--- src/rtl/alu_seq.sv ---
// alu_seq: handshaked ARMv4 ALU with iterative 2*WIDTH-bit multiply and optional divide.
//   Ports: clk, reset (async, active low);
//          in_valid/in_ready plus a, b, alu_sel, mode, flags_in form the operation channel;
//          out_valid/out_ready plus alu_out, nzcv, out_wb form the result channel.
//   mode: 00 DP, 01 UMULL, 10 SMULL, 11 UDIV (DP when the divider is not built).
//   Define ALU_SEQ_DIV_EN to build the restoring divider.
module alu_seq #(
    parameter int unsigned WIDTH = 32
) (
    input  logic               clk,
    input  logic               reset,
    input  logic               in_valid,
    output logic               in_ready,
    input  logic [WIDTH-1:0]   a,
    input  logic [WIDTH-1:0]   b,
    input  logic [3:0]         alu_sel,
    input  logic [1:0]         mode,
    input  logic [3:0]         flags_in,
    output logic               out_valid,
    input  logic               out_ready,
    output logic [2*WIDTH-1:0] alu_out,
    output logic [3:0]         nzcv,
    output logic               out_wb
);

    localparam int unsigned W2  = 2 * WIDTH;
    localparam int unsigned WP1 = WIDTH + 1;
    localparam int unsigned CW  = $clog2(WIDTH);

    typedef enum logic [1:0] {IDLE, MUL, DIV, DONE} state_t;

    state_t           state;
    logic [CW-1:0]    cnt;
    logic [1:0]       cv_r;
    logic [W2-1:0]    prod;
    logic [WIDTH-1:0] mcand;
    logic             neg;
    logic             accept;
    logic             is_dp;
    logic             flags_nz_unused;

    // N and Z of the incoming flags are never consumed
    assign flags_nz_unused = ^flags_in[3:2];

    // IDLE and DONE both accept; DONE frees its slot on out_ready in the same cycle
    assign in_ready = reset && ((state == IDLE) || (state == DONE)) && (!out_valid || out_ready);
    assign accept   = in_valid && in_ready;

    // Mode decode: without the divider, mode 11 falls back to a DP op
    always_comb begin
`ifdef ALU_SEQ_DIV_EN
        is_dp = (mode == 2'b00);
`else
        is_dp = (mode == 2'b00) || (mode == 2'b11);
`endif
    end

    // Single-cycle data-processing result from the live inputs
    logic [WIDTH-1:0] add_x, add_y, dp_res;
    logic             add_cin, dp_arith, dp_wb;
    logic [WIDTH:0]   add_sum;
    logic [3:0]       dp_nzcv;

    always_comb begin
        add_x    = a;
        add_y    = b;
        add_cin  = 1'b0;
        dp_arith = 1'b1;
        dp_res   = '0;
        case (alu_sel)
            4'h0, 4'h8: begin dp_arith = 1'b0; dp_res = a & b; end
            4'h1, 4'h9: begin dp_arith = 1'b0; dp_res = a ^ b; end
            4'h2, 4'hA: begin add_y = ~b; add_cin = 1'b1; end
            4'h3:       begin add_x = b; add_y = ~a; add_cin = 1'b1; end
            4'h4, 4'hB: ;
            4'h5:       add_cin = flags_in[1];
            4'h6:       begin add_y = ~b; add_cin = flags_in[1]; end
            4'h7:       begin add_x = b; add_y = ~a; add_cin = flags_in[1]; end
            4'hC:       begin dp_arith = 1'b0; dp_res = a | b; end
            4'hD:       begin dp_arith = 1'b0; dp_res = b; end
            4'hE:       begin dp_arith = 1'b0; dp_res = a & ~b; end
            default:    begin dp_arith = 1'b0; dp_res = ~b; end
        endcase
        add_sum = {1'b0, add_x} + {1'b0, add_y} + WP1'(add_cin);
        if (dp_arith) dp_res = add_sum[WIDTH-1:0];
        dp_nzcv[3] = dp_res[WIDTH-1];
        dp_nzcv[2] = (dp_res == '0);
        dp_nzcv[1] = dp_arith ? add_sum[WIDTH] : flags_in[1];
        dp_nzcv[0] = dp_arith ? ((add_x[WIDTH-1] == add_y[WIDTH-1]) &&
                                 (dp_res[WIDTH-1] != add_x[WIDTH-1])) : flags_in[0];
        dp_wb      = (alu_sel[3:2] != 2'b10);
    end

    // SMULL works on magnitudes; the sign is restored after the last step
    logic             signed_mul;
    logic [WIDTH-1:0] a_mag, b_mag;
    assign signed_mul = (mode == 2'b10);
    assign a_mag      = (signed_mul && a[WIDTH-1]) ? -a : a;
    assign b_mag      = (signed_mul && b[WIDTH-1]) ? -b : b;

    // Shift-add step: multiplier sits in the low half and is consumed LSB first
    logic [WIDTH:0]  mul_sum;
    logic [W2-1:0]   prod_next, mul_fin;
    assign mul_sum   = {1'b0, prod[W2-1:WIDTH]} + {1'b0, mcand};
    assign prod_next = prod[0] ? {mul_sum, prod[WIDTH-1:1]} : {1'b0, prod[W2-1:1]};
    assign mul_fin   = neg ? -prod_next : prod_next;

`ifdef ALU_SEQ_DIV_EN
    // Restoring divide step; a zero divisor naturally gives all-ones quotient and rem = a
    logic [WIDTH-1:0] rem, quot, divisor, rem_next, quot_next;
    logic [WIDTH:0]   div_shift, div_diff;
    logic             div_ge;
    assign div_shift = {rem, quot[WIDTH-1]};
    assign div_diff  = div_shift - {1'b0, divisor};
    assign div_ge    = !div_diff[WIDTH];
    assign rem_next  = div_ge ? div_diff[WIDTH-1:0] : div_shift[WIDTH-1:0];
    assign quot_next = {quot[WIDTH-2:0], div_ge};
`endif

    // Control FSM, iteration datapath and result register
    always_ff @(posedge clk or negedge reset) begin
        if (!reset) begin
            state     <= IDLE;
            cnt       <= '0;
            cv_r      <= '0;
            prod      <= '0;
            mcand     <= '0;
            neg       <= 1'b0;
            out_valid <= 1'b0;
            alu_out   <= '0;
            nzcv      <= '0;
            out_wb    <= 1'b0;
`ifdef ALU_SEQ_DIV_EN
            rem       <= '0;
            quot      <= '0;
            divisor   <= '0;
`endif
        end else begin
            if (out_valid && out_ready) begin
                out_valid <= 1'b0;
                if (state == DONE) state <= IDLE;
            end
            case (state)
                IDLE, DONE: begin
                    if (accept) begin
                        cnt  <= '0;
                        cv_r <= flags_in[1:0];
                        if (is_dp) begin
                            alu_out   <= W2'(dp_res);
                            nzcv      <= dp_nzcv;
                            out_wb    <= dp_wb;
                            out_valid <= 1'b1;
                            state     <= DONE;
`ifdef ALU_SEQ_DIV_EN
                        end else if (mode == 2'b11) begin
                            rem     <= '0;
                            quot    <= a;
                            divisor <= b;
                            state   <= DIV;
`endif
                        end else begin
                            prod  <= W2'(b_mag);
                            mcand <= a_mag;
                            neg   <= signed_mul && (a[WIDTH-1] ^ b[WIDTH-1]);
                            state <= MUL;
                        end
                    end
                end
                MUL: begin
                    if (cnt == CW'(WIDTH - 1)) begin
                        alu_out   <= mul_fin;
                        nzcv      <= {mul_fin[W2-1], (mul_fin == '0), cv_r};
                        out_wb    <= 1'b1;
                        out_valid <= 1'b1;
                        cnt       <= '0;
                        state     <= DONE;
                    end else begin
                        prod <= prod_next;
                        cnt  <= cnt + CW'(1);
                    end
                end
                DIV: begin
`ifdef ALU_SEQ_DIV_EN
                    if (cnt == CW'(WIDTH - 1)) begin
                        alu_out   <= {rem_next, quot_next};
                        nzcv      <= {rem_next[WIDTH-1], ({rem_next, quot_next} == '0),
                                      cv_r[1], (divisor == '0)};
                        out_wb    <= 1'b1;
                        out_valid <= 1'b1;
                        cnt       <= '0;
                        state     <= DONE;
                    end else begin
                        rem  <= rem_next;
                        quot <= quot_next;
                        cnt  <= cnt + CW'(1);
                    end
`else
                    state <= IDLE;
`endif
                end
                default: state <= IDLE;
            endcase
        end
    end

endmodule

--- config.mk ---
export PLATFORM = sky130hd
export DESIGN_NAME = alu_seq
export DESIGN_NICKNAME = d
export VERILOG_FILES = /design/src/rtl/alu_seq.sv
export SDC_FILE = /design/constraint.sdc
export NUM_CORES = 1
export LEC_CHECK = 0
export CORE_ASPECT_RATIO = 1.4
export CORE_MARGIN = 4
export CORE_UTILIZATION = 39
export DETAILED_ROUTE_END_ITERATION = 16
export PLACE_DENSITY = 0.64
export SLEW_MARGIN = 10
export SYNTH_ARGS = -nofsm -noshare
export SYNTH_HDL_FRONTEND = slang
export SYNTH_SLANG_ARGS = --single-unit
--- constraint.sdc ---
create_clock -name clk -period 8.85 [get_ports clk]
set_clock_uncertainty 0.2 [all_clocks]
set_input_delay 2.2125 -clock clk [delete_from_list [all_inputs] [get_ports clk]]
set_output_delay 2.2125 -clock clk [all_outputs]
set_load 0.005 [all_outputs]
### Yosys cells after proc, flatten, opt, wreduce, memory -nomap -nowiden

Index checks and enable logic that the tools add are counted.

* register bits after elaboration: 176
* bits of input ports: 78
* output and inout port bits: 71
* word-level logic and storage cells: 126

* $add $sub $neg: 7
* equal/unequal tests: 28
* muxes and demuxes: 42
* bitwise gates (word level): 8
* reduce and logical (&&, ||, !) cells: 31

Operator list (number)
* 64-bit two-way mux: 8
* 64-bit case mux with 2 select lines: 2
* 32-bit case mux with 6 select lines: 1
* 32-bit two-way mux: 4
* 32-bit by 32-bit adder with 33-bit output: 2
* 32-bit bitwise AND: 2
* 64-bit zero test: 1
* 32-bit negation: 2
* 64-bit negation: 1
* 32-bit inverter: 2
* 32-bit case mux with 2 select lines: 1
* 33-bit by 1-bit adder with 33-bit output: 1
* 32-bit zero test: 1
* 32-bit bitwise OR: 1
* 32-bit bitwise XOR: 1
* 4-bit == test (second input constant): 7
* 4-bit by 3-bit == test with 1-bit output (second input constant): 4
* 4-bit two-way mux: 3
* 2-bit inequality test (second input constant): 6
* 1-bit two-way mux: 10
* 2-bit two-way mux: 5
* 5-bit two-way mux: 2
* 5-bit case mux with 2 select lines: 1
* 3-bit OR reduction: 3
* 24 further kinds: 45

### Logic depth before layout (Yosys ltp)

* depth in word-level cells: 12
* depth in mapped cells: 25

### Worst setup path after synthesis

OpenSTA, ideal clock, no wires.

* path kind: input -> register
* start point: in alu_sel[1]
* end point: reg nzcv[2]
* library setup time: 0.080 ns
* arrival time: 7.829 ns
* data required time: 8.570 ns
* setup slack: 0.741 ns
* stages: 24
* path buffers: 6
* cell sequence: clkbuf_1 -> clkbuf_1 -> buf_1 -> buf_1 -> and3_1 -> clkbuf_1 -> inv_1 -> nand2_1 -> clkbuf_1 -> o21ai_0 -> fa_1 -> a211oi_1 -> o21ai_0 -> nor4b_1 -> a2111oi_0 -> o21ai_0 -> a311o_1 -> xnor2_1 -> a221oi_1 -> nand2_1 -> or4_1 -> nor4_1 -> nand4b_1 -> o211ai_2

* longest elaborated chain between the ends: 10
* elaborated cells on any way between the ends: 34

Ends and longest elaborated chain
* start, declared: RTL line 16 `input logic [3:0] alu_sel,`
* 4-bit by 3-bit == test with 1-bit output, or another cell as far along: RTL line 70 `case (alu_sel)`
* 3-bit OR reduction (no line) or 2-bit OR reduction (tied branches)
* 32-bit case mux with 2 select lines or 32-bit two-way mux (tied branches): RTL line 70
* 32-bit by 32-bit adder with 33-bit output: RTL line 84 `add_sum = {1'b0, add_x} + {1'b0, add_y} + WP1'(add_cin);`
* 33-bit by 1-bit adder with 33-bit output: RTL line 84
* 32-bit two-way mux *: RTL line 85 `if (dp_arith) dp_res = add_sum[WIDTH-1:0];`
* 32-bit zero test *: RTL line 87 `dp_nzcv[2] = (dp_res == '0);`
* 4-bit two-way mux *: RTL line 148 `if (is_dp) begin`
* 4-bit two-way mux *: RTL line 145 `if (accept) begin`
* 4-bit case mux with 2 select lines *: RTL line 143 `case (state)`
* end signal, assigned: RTL line 150 `nzcv <= dp_nzcv;`
* end signal, assigned: RTL line 172 `nzcv <= {mul_fin[W2-1], (mul_fin == '0), cv_r};`
* end, declared: RTL line 22 `output logic [3:0] nzcv,`

Every way passes the cells marked *; elsewhere a longest branch is shown, timed or not. The select of a mux whose other input is x is not followed.
A chain may end at the register's enable or synchronous reset.

### Worst setup path after layout

* start point: in alu_sel[3]
* end point: reg nzcv[2]

The elaborated chain is that of the path after synthesis.

==> run summary <==
Asr flop ratio synth: 100%
Post-synthesis simple-gate area fraction: 22.4%
Footprint of the multi-input gates: 0.0126 mm^2
Fin crit share: 91.1%
Hold Vio Cnt, Final: 0
Highest Signal Layer: met4
Post-synthesis compound-gate area fraction: 31.0%
Filler cells: 4546
Post-Layout Cell Count: 3124
Min Tclk post-route: 8.06 ns
Arrival time at the worst endpoint: 8.24 ns
Sw frac: 51.5%
Main synth FF type: dfrtp_1
CP max stage delay: 0.63 ns
First-pass GRT wire length: 104000 um
Dpl hpwl: 52900 um
Initial Utilization: 39.7%
Wire per inst: 21.7 um
Part of the power in registers: 24.3%
Post-synthesis xor/xnor area fraction: 7.27%
P_sw: 3140 uW
Layout area overhead: 14.1%
Placed cells: 3092
Clock sinks: 176
Final setup fails: 0
Main combinational cell family by area after synthesis: compound AO/OA/AOI/OAI gates
DR iter-0 viols: 1907
Hold depth: 2
Met3 routed WL: 3670 um
Slew Limit Fails: 0
Pwr Density: 297 mW/mm^2
Via count: 19100
Root Driver: clkbuf_16
Post-Syn Nets: 2651
Mux contribution to synthesized area: 1.64%
Ys Warns: 0
Hold-fix buffers at CTS: 0
Fmax: 0.124 GHz
Register Area: 0.00441 mm^2
Overall power: 6090 uW
Vias per std cell: 6.13
Worst path required time: 9.03 ns
Final nets: 2684
Synth cell types: 89
Setup TNS: 0 ns
Wirelength, routed: 67900 um
H-tree depth: 4
Cell area after synthesis: 0.0180 mm^2
Drt drc: 0
Status: complete, no violations
Die Width: 189 um
Initial antenna violation count: 1
Reg2Reg Depth: 15
Commonest non-fill, non-tap cell in the layout: nand2_1
Crit path top cell by count: o21ai_0
Critical path's slowest cell: a2111oi_0
Post-CTS Setup Repair Bufs: 0
Met1 wire length: 26200 um
Largest net degree at the start of global routing: 97
Worst-path clk slew: 0.08 ns
Worst skew pair latency: 0.46 ns
Grt total ovfl: 0
RePlAce Congestion: 0.932
Layout cells sized above 1: 5.09%
Post-synth EDFFs: 0
Worst setup EP type: flop
Antenna Nets Post-Route: 0
Critical path type: input port to flop
Seq/Total Area, Yosys: 24.5%
Count of buffers from port buffering: 146
CP max FO: 23
I/O Pins: 149
Adder-cell share of the synthesized area: 7.51%
Pre-Repair DR Iteration Count: 9
CTS tree: built
Worst reg2reg setup slack: 3.42 ns
Max_slew headroom: 17.5%
Leakage: 0.00853 uW
Vias in the first global route: 18200
Slew @ Worst Pin: 1.24 ns
Internal power: 2950 uW
Cts bufs inserted: 17
WHS: 0.272 ns
RSZ-0062 raised after global routing: no
Startpoint Class: input port
Die height: 262 um
FF+latch count, synth: 176
ANT cells: 0
Cells after Synth: 2467
Syn Area/Cell: 7.28 um^2
Total track usage: 26.6%
Die area: 0.0496 mm^2
Hold Path Class: flop to flop
Metal2 WL: 33700 um
Max-Cap Viols: 0
Comb power frac: 62.4%
PostCTS Resize Cnt: 0
Clock Path Buffers: 2
# rows: 92
Clock network fraction of design power: 13.3%
Core area: 0.0452 mm^2
Most frequent cells in the layout: 347 x nand2_1, 345 x o21ai_0, 192 x a21oi_1
Max IR drop VDD: 0.222 mV
Worst path cell trace: clkdlybuf4s50_1 > buf_4 > nand2b_2 > buf_4 > o21ai_0 > fa_1 > a211oi_1 > o21ai_0 > nor4b_1 > a2111oi_0 > o21ai_0 > a311o_1 > xnor2_1 > a221oi_1 > nand2_1 > or4_1 > nor4_1 > nand4b_1 > o211ai_2
worst paths after layout:
| path | from | end |
|---|---|---|
| max | alu_sel[3] | nzcv[2] |
| min | alu_out[14] | alu_out[14] |
| max reg2reg | prod[32] | nzcv[2] |
| min reg2reg | alu_out[14] | alu_out[14] |
| max in group asynchronous | reset | prod[54] |
| min in group asynchronous | reset | alu_out[6] |
stage by stage:
| step | util [%] | worst slack, ns | cell area (um^2) |
|---|---|---|---|
| 6_report | 45.3 | 0.788 | 20500 |
| 5_1_grt | 45.3 | 0.338 | 20500 |
| 4_1_cts | 45.3 | 0.810 | 20500 |
| 3_5_place_dp | 43.9 | 0.326 | 19900 |
| 3_3_place_gp | 43.9 | 0.322 | 19900 |
| 2_1_floorplan | - | 0.741 | 18000 |
routing by layer:
| layer | vias to the layer above | global-route usage (%) |
|---|---|---|
| li1 | 9091 | - |
| met1 | 9064 | 31.3 |
| met2 | 799 | 47.3 |
| met3 | 184 | 2.59 |
| met4 | 0 | 15.1 |
| met5 | - | 0 |
cells by family (layout without fill, tap and decap cells):
| kind of cell | count (synthesis) | in the layout |
|---|---|---|
| flops | 176 | 176 |
| fa+ha+maj | 106 | 106 |
| xor+xnor | 149 | 149 |
| simple gates | 849 | 849 |
| mux | 28 | 28 |
| buf+inv | 264 | 310 |
| compound gates | 895 | 895 |
layout make-up:
type / count / share of cell area (%)
clock buffers: 17 / 2.08
clock inverters: 15 / 1.01
inverters: 95 / 1.74
multi-input cells: 2027 / 61.5
flip-flops and latches: 176 / 21.5
well taps: 611 / 3.73
repair buffers: 183 / 8.47
state kept, by name, indices dropped and copies added, names as in the netlist:
name and flops:
alu_out 64, out_valid 1, mcand 32, prod 64, cv_r 2, out_wb 1
neg 1, cnt 5, state 2, nzcv 4
critical path: cells and delay by family:
| kind | cells | cell delay (ns) |
|---|---|---|
| xor gates and xnor gates | 1 | 0.15 |
| AOI/OAI and AO/OA | 8 | 2.75 |
| adders and majority gates | 1 | 0.49 |
| and+or+nand+nor | 6 | 1.62 |
| buffers and inverters | 3 | 1.02 |
cell usage after synthesis (7+ instances only):
cell	count	area share (%)
a2111oi_0	10	0.49
xnor2_1	99	4.8
buf_1	21	0.44
ha_1	103	7.2
nor4_1	25	0.87
a211oi_1	29	1.2
a21oi_1	193	5.4
a41oi_1	9	0.44
and3_1	28	0.98
nor2b_1	16	0.56
nand2b_1	20	0.70
nand4_1	37	1.3
xor2_1	50	2.4
o21bai_1	8	0.33
a31oi_1	30	1.0
clkbuf_1	141	2.9
o21ai_0	345	9.6
mux2i_1	16	0.89
or2_2	9	0.31
o22ai_1	12	0.42
o31ai_1	27	1.1
a221oi_1	13	0.63
dfrtp_1	176	25
nor3_1	50	1.4
a311oi_1	7	0.34
or4_1	21	0.88
a22o_1	23	1.1
a21o_1	30	1.3
o2bb2ai_1	7	0.34
o211ai_1	19	0.79
and2_1	20	0.70
or3_1	17	0.59
o21a_1	23	0.96
a22oi_1	14	0.59
nand3_1	40	1.1
inv_1	88	1.8
nand2_1	347	7.3
mux2_2	12	0.75
o221ai_1	12	0.59
nor2_1	184	3.8
a211o_1	8	0.39
o41ai_1	13	0.63
clkinv_1	7	0.15
power by group through the flow:
stage | Clock (uW) | Sequential, uW | Combinational (uW)
finish | 810 | 1480 | 3800
global route | 849 | 1530 | 4150
CTS | 822 | 1480 | 3760
detailed placement | 0 | 1490 | 3740
global placement | 0 | 1480 | 3680
floorplan | 0 | 1320 | 2540
No activity file was read; power rests on OpenSTA's default activity.
